--- src/rtl/kb_cmd_ctrl.sv ---
// PS/2 host-to-keyboard command sequencer: sends Set-LEDs / reset, waits for
// FA/FE/AA/FC replies with timeouts, and filters protocol bytes from the
// received stream.
// Ports: clk, i_sclr | i_led_req, i_leds, i_rst_req | i_byte_en, i_byte ->
//   o_byte_en, o_byte | o_tx_start, o_tx_byte, i_tx_done |
//   o_busy, o_done, o_err, o_err_code.
// Optional: define KBCMD_RETRY_EN to resend a byte up to MAX_RETRY times on FE.
module kb_cmd_ctrl #(
  parameter int TIMEOUT     = 1_000_000,
  parameter int BAT_TIMEOUT = 25_000_000,
  parameter int MAX_RETRY   = 2
) (
  input  logic       clk,
  input  logic       i_sclr,
  input  logic       i_led_req,
  input  logic [2:0] i_leds,
  input  logic       i_rst_req,
  input  logic       i_byte_en,
  input  logic [7:0] i_byte,
  output logic       o_byte_en,
  output logic [7:0] o_byte,
  output logic       o_tx_start,
  output logic [7:0] o_tx_byte,
  input  logic       i_tx_done,
  output logic       o_busy,
  output logic       o_done,
  output logic       o_err,
  output logic [1:0] o_err_code
);

  localparam int CW = $clog2(BAT_TIMEOUT);

  typedef enum logic [2:0] {
    IDLE, SEND_CMD, WAIT_TX_CMD, WAIT_ACK_CMD,
    SEND_ARG, WAIT_TX_ARG, WAIT_ACK_ARG, WAIT_BAT
  } state_t;

  state_t        state, nxt, resend;
  logic [CW-1:0] cnt, lim;
  logic          is_rst, rst_sel;
  logic [2:0]    leds;
  logic          accept, fail, nak, done_n;
  logic [1:0]    fail_code;
  logic          expired, consume;
  logic          rx_fa, rx_fe, rx_aa, rx_fc;

  assign rx_fa = i_byte_en && (i_byte == 8'hFA);
  assign rx_fe = i_byte_en && (i_byte == 8'hFE);
  assign rx_aa = i_byte_en && (i_byte == 8'hAA);
  assign rx_fc = i_byte_en && (i_byte == 8'hFC);

  assign lim = (state == WAIT_BAT) ? CW'(BAT_TIMEOUT - 1)
                                   : CW'(TIMEOUT - 1);
  assign expired = (cnt == lim);

  // Protocol replies are swallowed only while a reply is expected.
  assign consume = (state inside {WAIT_ACK_CMD, WAIT_ACK_ARG, WAIT_BAT})
                && (i_byte inside {8'hFA, 8'hFE, 8'hFC, 8'hAA});

  assign o_busy     = (state != IDLE);
  assign o_tx_start = (state == SEND_CMD) || (state == SEND_ARG);

  // On acceptance the command kind is not yet latched.
  assign rst_sel = accept ? i_rst_req : is_rst;

`ifdef KBCMD_RETRY_EN
  localparam int RW = (MAX_RETRY < 1) ? 1 : $clog2(MAX_RETRY + 1);
  logic [RW-1:0] retry;

  always_ff @(posedge clk) begin
    if (i_sclr)
      retry <= '0;
    else if (state == IDLE || (state == WAIT_ACK_CMD && nxt == SEND_ARG))
      retry <= '0;
    else if (nak && nxt != IDLE)
      retry <= retry + 1'b1;
  end
`endif

  always_comb begin
    nxt       = state;
    resend    = SEND_CMD;
    accept    = 1'b0;
    fail      = 1'b0;
    fail_code = 2'b01;
    nak       = 1'b0;
    done_n    = 1'b0;
    unique case (state)
      IDLE:
        if (i_rst_req || i_led_req) begin
          accept = 1'b1;
          nxt    = SEND_CMD;
        end
      SEND_CMD: nxt = WAIT_TX_CMD;
      WAIT_TX_CMD:
        if (i_tx_done) nxt = WAIT_ACK_CMD;
        else if (expired) fail = 1'b1;
      WAIT_ACK_CMD:
        if (rx_fa) nxt = is_rst ? WAIT_BAT : SEND_ARG;
        else if (rx_fe) nak = 1'b1;
        else if (expired) fail = 1'b1;
      SEND_ARG: nxt = WAIT_TX_ARG;
      WAIT_TX_ARG:
        if (i_tx_done) nxt = WAIT_ACK_ARG;
        else if (expired) fail = 1'b1;
      WAIT_ACK_ARG:
        if (rx_fa) begin
          done_n = 1'b1;
          nxt    = IDLE;
        end else if (rx_fe) begin
          nak    = 1'b1;
          resend = SEND_ARG;
        end else if (expired) fail = 1'b1;
      WAIT_BAT:
        if (rx_aa) begin
          done_n = 1'b1;
          nxt    = IDLE;
        end else if (rx_fc) begin
          fail      = 1'b1;
          fail_code = 2'b11;
        end else if (expired) fail = 1'b1;
      default: nxt = IDLE;
    endcase
    if (nak) begin
`ifdef KBCMD_RETRY_EN
      if (retry == RW'(MAX_RETRY)) begin
        fail      = 1'b1;
        fail_code = 2'b10;
      end else begin
        nxt = resend;
      end
`else
      fail      = 1'b1;
      fail_code = 2'b10;
`endif
    end
    if (fail) nxt = IDLE;
  end

  always_ff @(posedge clk) begin
    if (i_sclr) begin
      state      <= IDLE;
      cnt        <= '0;
      is_rst     <= 1'b0;
      leds       <= 3'b000;
      o_tx_byte  <= 8'h00;
      o_done     <= 1'b0;
      o_err      <= 1'b0;
      o_err_code <= 2'b00;
      o_byte_en  <= 1'b0;
      o_byte     <= 8'h00;
    end else begin
      state <= nxt;
      // Restarts on every state change, so each WAIT state starts at 0.
      cnt <= (nxt != state) ? '0 : cnt + 1'b1;
      if (accept) begin
        is_rst <= i_rst_req;
        leds   <= i_leds;
      end
      if (nxt == SEND_CMD)
        o_tx_byte <= rst_sel ? 8'hFF : 8'hED;
      else if (nxt == SEND_ARG)
        o_tx_byte <= {5'b00000, leds};
      o_done <= done_n;
      o_err  <= fail;
      if (accept) o_err_code <= 2'b00;
      else if (fail) o_err_code <= fail_code;
      o_byte_en <= i_byte_en && !consume;
      if (i_byte_en && !consume) o_byte <= i_byte;
    end
  end

endmodule

--- config.mk ---
export PLATFORM = sky130hd
export DESIGN_NAME = kb_cmd_ctrl
export DESIGN_NICKNAME = d
export VERILOG_FILES = /design/src/rtl/kb_cmd_ctrl.sv
export SDC_FILE = /design/constraint.sdc
export NUM_CORES = 1
export LEC_CHECK = 0
export BUFFER_PORTS_ARGS = -buffer_cell sky130_fd_sc_hd__buf_4
export CORE_UTILIZATION = 30
export CTS_CLUSTER_DIAMETER = 30
export DETAILED_ROUTE_END_ITERATION = 7
export PLACE_DENSITY = 0.54
export SLEW_MARGIN = 10
export SYNTH_ARGS = -nofsm -noshare
export SYNTH_HDL_FRONTEND = slang
export SYNTH_SLANG_ARGS = --single-unit
--- constraint.sdc ---
create_clock -name clk -period 3.2 [get_ports clk]
set_input_delay 0.32 -clock clk [delete_from_list [all_inputs] [get_ports clk]]
set_output_delay 0.32 -clock clk [all_outputs]
set_load 0.05 [all_outputs]
### After elaboration in Yosys (flattened, before gate mapping)

Index checks and enable logic that the tools add are counted.

* $add $sub $neg: 1
* eq/ne operators: 15
* multiplexer cells: 34
* reduce and logical (&&, ||, !) cells: 18

Operators by type and width (number)
* == test 8 bit, second input constant: 4
* adder 25 x 1 -> 25 bit, second input constant: 1
* == test 25 bit: 1
* 2-to-1 mux 25 bit: 1
* one-hot mux 3 bit (8 select lines): 1
* 2-to-1 mux 3 bit: 7
* 2-to-1 mux 8 bit: 2
* == test 3 bit, second input constant: 5
* 2-to-1 mux 1 bit: 15
* 2-to-1 mux 2 bit: 5
* OR reduction 2 bit: 4
* == test 3 x 1 -> 1 bit, second input constant: 2
* == test 3 x 2 -> 1 bit, second input constant: 2
* logical AND 1 bit: 6
* nonzero test 3 bit: 2
* 2-to-1 mux 5 bit: 1
* nonzero test 4 bit: 1
* logical NOT 3 bit: 1
* != test 3 bit: 1
* one-hot mux 1 bit (3 select lines): 1
* logical OR 1 bit: 2
* one-hot mux 1 bit (2 select lines): 1
* nonzero test 2 bit: 1
* logical NOT 1 bit: 1

* register bits after elaboration: 53
* input port bits: 17
* output and inout port bits: 23
* word-level logic and storage cells: 78

### Logic depth before layout (Yosys ltp)

* word-level depth: 12
* mapped depth: 8
* mapped depth without buffers: 7

### Worst setup path after synthesis

Ideal clock, no wire load.

* path type: register to register
* start point: register state[0]
* end point: register o_tx_byte[0]
* library setup time: 0.086 ns
* arrival: 1.869 ns
* data required time: 3.114 ns
* slack: 1.246 ns
* cell stages (with the launch flop): 9
* path buffers: 2
* period minus slack after synthesis: 1.954 ns
* cell sequence: dfxtp_1 -> buf_2 -> buf_2 -> nor3_1 -> inv_2 -> nor2_1 -> nor2_1 -> o31a_1 -> a211oi_1

* longest elaborated chain between the ends: 11
* elaborated cells on any way between the ends: 33
* classes of those cells: eq/ne: 10; mux: 19; reduce/logical: 4

Ends and longest elaborated chain
* start: declaration: RTL line 38 `state_t state, nxt, resend;`
* start signal: assignment: RTL line 153 `state <= nxt;`
* == test 3 bit: RTL line 52, 88
* 2-to-1 mux 25 bit: RTL line 52 `assign lim = (state == WAIT_BAT) ? CW'(BAT_TIMEOUT - 1)`
* == test 25 bit: RTL line 54 `assign expired = (cnt == lim);`
* 2-to-1 mux 1 bit
* 2-to-1 mux 1 bit, on equally long branches: RTL line 118, 100
* 2-to-1 mux 1 bit, on equally long branches: RTL line 115, 107
* one-hot mux 1 bit (3 select lines): RTL line 88 `unique case (state)`
* 2-to-1 mux 1 bit: RTL line 124 `if (nak) begin`
* 2-to-1 mux 3 bit (*): RTL line 137 `if (fail) nxt = IDLE;`
* == test 3 x 1 -> 1 bit / == test 3 bit (equally long branches): RTL line 160, 162
* 2-to-1 mux 8 bit / nonzero test 2 bit (equally long branches)
* end signal: assignment: RTL line 161 `o_tx_byte <= rst_sel ? 8'hFF : 8'hED;`
* end signal: assignment: RTL line 163 `o_tx_byte <= {5'b00000, leds};`
* end: declaration: RTL line 23 `output logic [7:0] o_tx_byte,`

Mark *: on every way between the ends. The rest lies on a longest branch, timed or not.
A chain may end at the register's enable or synchronous reset.

### Worst setup path in the final report

* start point: register state[2]
* end point: register cnt[20]

* longest elaborated chain between the ends: 11
* elaborated cells on any way between the ends: 31
* classes of those cells: eq/ne: 9; mux: 18; reduce/logical: 4

Ends and longest elaborated chain
* == test 3 bit: RTL line 52, 88
* 2-to-1 mux 25 bit: RTL line 52
* == test 25 bit: RTL line 54
* 2-to-1 mux 1 bit
* 2-to-1 mux 1 bit, on equally long branches: RTL line 118, 100
* 2-to-1 mux 1 bit, on equally long branches: RTL line 115, 107
* one-hot mux 1 bit (3 select lines): RTL line 88
* 2-to-1 mux 1 bit: RTL line 124
* 2-to-1 mux 3 bit: RTL line 137
* != test 3 bit (*): RTL line 155 `cnt <= (nxt != state) ? '0 : cnt + 1'b1;`
* OR reduction 2 bit (no line) (*)
* end signal: assignment: RTL line 155
* end: declaration: RTL line 39 `logic [CW-1:0] cnt, lim;`

Marked as above.

==> impl_results.md <==
* Status: completed
* Worst-path clk slew at 0.10 ns
* Initial antenna violation count at 0
* Crit path kind: reg2reg
* First-pass GRT wire length at 9204 um
* Largest fanout on the critical path at 25
* Number of flops mapped to enable cells by yosys at 0
* Fmax at 441.8 MHz
* Sequential cell area at 1001 um^2
* Final TNS setup at 0 ns
* Overall power at 1341 uW
* Ant. Diodes at 0
* TritonCTS clock tree: built
* CP bufs+invs at 0
* Clk_skew at 0.009104 ns
* Post-synth top area share at 40.73%
* HPWL Detailed at 3802 um
* Max VDD drop at 172.3 uV
* Post-CTS setup buffer count at 0
* Yosys warning total at 0
* Slew headroom at 52.93%
* Synth Flop Type: dfxtp_1
* Clock Sinks at 50
* Pwr Density at 463.7 nW/um^2
* Min Tclk post-route at 2.264 ns
* Grt ovf at 0
* Synth Instances at 288
* # DRC at 0
* Placed cell areas at 2786 um^2
* WP data required at 3.45 ns
* Arr. time, crit path at 2.51 ns
* Syn avg cell area at 8.532 um^2
* Overall routing resource usage at 13.40%
* Post-Route WL at 5312 um
* Resized cells post-CTS at 0
* Via count at 2064
* Cell Chain, Critical Path: nand3_1, a21oi_1, a31oi_1, a311oi_2, nand4b_4, nor2_1
* Die area at 8557 um^2
* Final setup fails at 0
* Vias in the first global route at 1921
* Max-Cap Viols at 0
* ANT nets after route at 0
* First drt pass iteration count at 4
* Synth area leaders: dfxtp_1, nor2_1, xnor2_1
* Worst setup margin at 0.9364 ns
* Worst Hold Class: in2reg
* Port Buffers at 39
* Setup crit end kind: flip-flop
* Area Growth Syn to Fin at 17.67%
* Hold_buf cts at 0
* Sequential fraction of the synthesis area at 40.73%
* Routability cong. at 0.9071
* Core Area at 7807 um^2
* Mapped cell area at 2457 um^2
* Placement row count at 32
* Initial Util at 31.47%
* Post-synth top area cell: dfxtp_1
* Unrepaired setup endpoints after global routing: false
* Via-to-Cell Ratio at 4.903
* Post-placement worst setup slack at 0.8706 ns
* Max Root-Sink Buffers at 2
* Layout cells sized above 1 at 17.55%
* Multi-input gate area at 1313 um^2
* Worst slew pin tran at 0.7061 ns
* I/O Pins at 40
* Largest net degree at the start of global routing at 27
* CP max stage cell: dfxtp_1
* FF+latch count, synth at 50
* CP max stage delay at 0.70 ns
* H-tree depth at 2
* Fraction of registers with async set/reset at 0%
* Die width at 92.51 um
* Syn Nets at 306
* Root Buffer: clkbuf_8
* Startpoint types: flip-flop
* Tcrit/Tclk final at 70.74%
* Slew Viols, Final at 0
* # fillers at 812
* Core Util, Final at 37.04%
* LEAKAGE at 0.001046 uW
* Nets at 336
* Top delay family on crit path: simple AND/OR/NAND/NOR gates
* Insertion delay of the later-clocked pin in the worst-skew pair at 0.31 ns
* Avg WL per Cell at 12.62 um
* Num CTS Buffers at 5
* Final hold viol count at 0
* Post-synth cell types at 53
* Starting DRT DRC Count at 75
* Die Height at 92.51 um
* Final instance area at 2892 um^2
==> kinds of logic (layout without fill, tap and decap cells) <==
logic type      after synthesis  count (layout)  synth area share [%]
fa+ha+maj                     1               1                0.5091
flops                        50              50                 40.73
xor+xnor                     24              24                 8.554
simple gates                132             132                 28.16
mux                          10              10                 4.073
buf+inv                      29              60                 5.855
compound gates               42              42                 12.12
==> layout by cell type (no fill, tap or decap), types with 2 or more instances in the layout <==
cell,n
and4_1,6
a21oi_1,13
and3_1,5
a211oi_1,2
o211ai_1,2
nor3_1,7
xnor2_1,17
nand4_1,5
nor4_1,2
buf_4,40
nor3b_1,4
nand3_1,13
dfxtp_1,50
mux2i_1,10
and4bb_2,2
o21ai_0,6
o31a_1,2
nand2b_1,2
clkbuf_8,7
nor2_1,48
nand4b_1,3
o2111ai_1,3
xor2_1,7
nand2_1,25
a31oi_1,2
inv_1,11
==> cells in the mapped netlist (5+ instances only) <==
cell type / count
o21ai_0: 6
nor2_1: 48
and4_1: 6
mux2i_1: 10
inv_1: 11
xor2_1: 7
nand3_1: 13
nor3_1: 7
nand4_1: 5
a21oi_1: 13
nand2_1: 25
clkbuf_1: 6
xnor2_1: 17
dfxtp_1: 50
and3_1: 5
==> layout make-up <==
class / count / area share, %
clock buffer: 7 / 3.332
clock inverter: 1 / 0.3029
timing repair buffer: 40 / 10.39
sequential: 50 / 34.62
multi-input combinational: 209 / 45.39
inverter: 12 / 1.558
tap: 102 / 4.414
==> through the flow <==
step | std cells | hold WS [ns]
2_1_floorplan | 288 | 0.4296
3_3_place_gp | 413 | 0.4442
3_5_place_dp | 413 | 0.4522
4_1_cts | 421 | 0.2395
5_1_grt | 421 | 0.2305
6_report | 421 | 0.2444
==> state kept, by name, summed over array words and instances (netlist names) <==
register / count
o_err_code: 2
leds: 3
o_byte_en: 1
o_byte: 8
o_err: 1
state: 3
o_done: 1
o_tx_byte: 5
is_rst: 1
cnt: 25
==> tightest hold or removal path, stage by stage <==
cell	delay, ns
buf_4	0.11
nand2_1	0.04
a21oi_1	0.05
==> where the power goes <==
group / internal, uW / switching (uW)
Clock: 199 / 221
Combinational: 82.1 / 169
Sequential: 646 / 24.1
Total: 927 / 414
==> layer usage <==
layer | track usage, % | part of all wire (%) | vias to the layer above
met5 | 0 | 0 | -
met4 | 4.688 | 1.5 | 0
met3 | 3.695 | 4.7 | 6
met2 | 20.31 | 44 | 37
met1 | 18.12 | 50 | 954
li1 | - | - | 1067
==> path summary, 6_finish.rpt <==
| check | startpoint | end | slack (ns) | depth (start not counted) |
|---|---|---|---|---|
| worst max register to register | state[2] | cnt[20] | 0.94 | 6 |
| worst max-delay path | state[2] | cnt[20] | 0.94 | 6 |
| worst min-delay path | i_leds[1] | leds[1] | 0.24 | 3 |
| worst min register to register | is_rst | is_rst | 0.46 | 2 |
No activity file was read; power rests on OpenSTA's default activity.
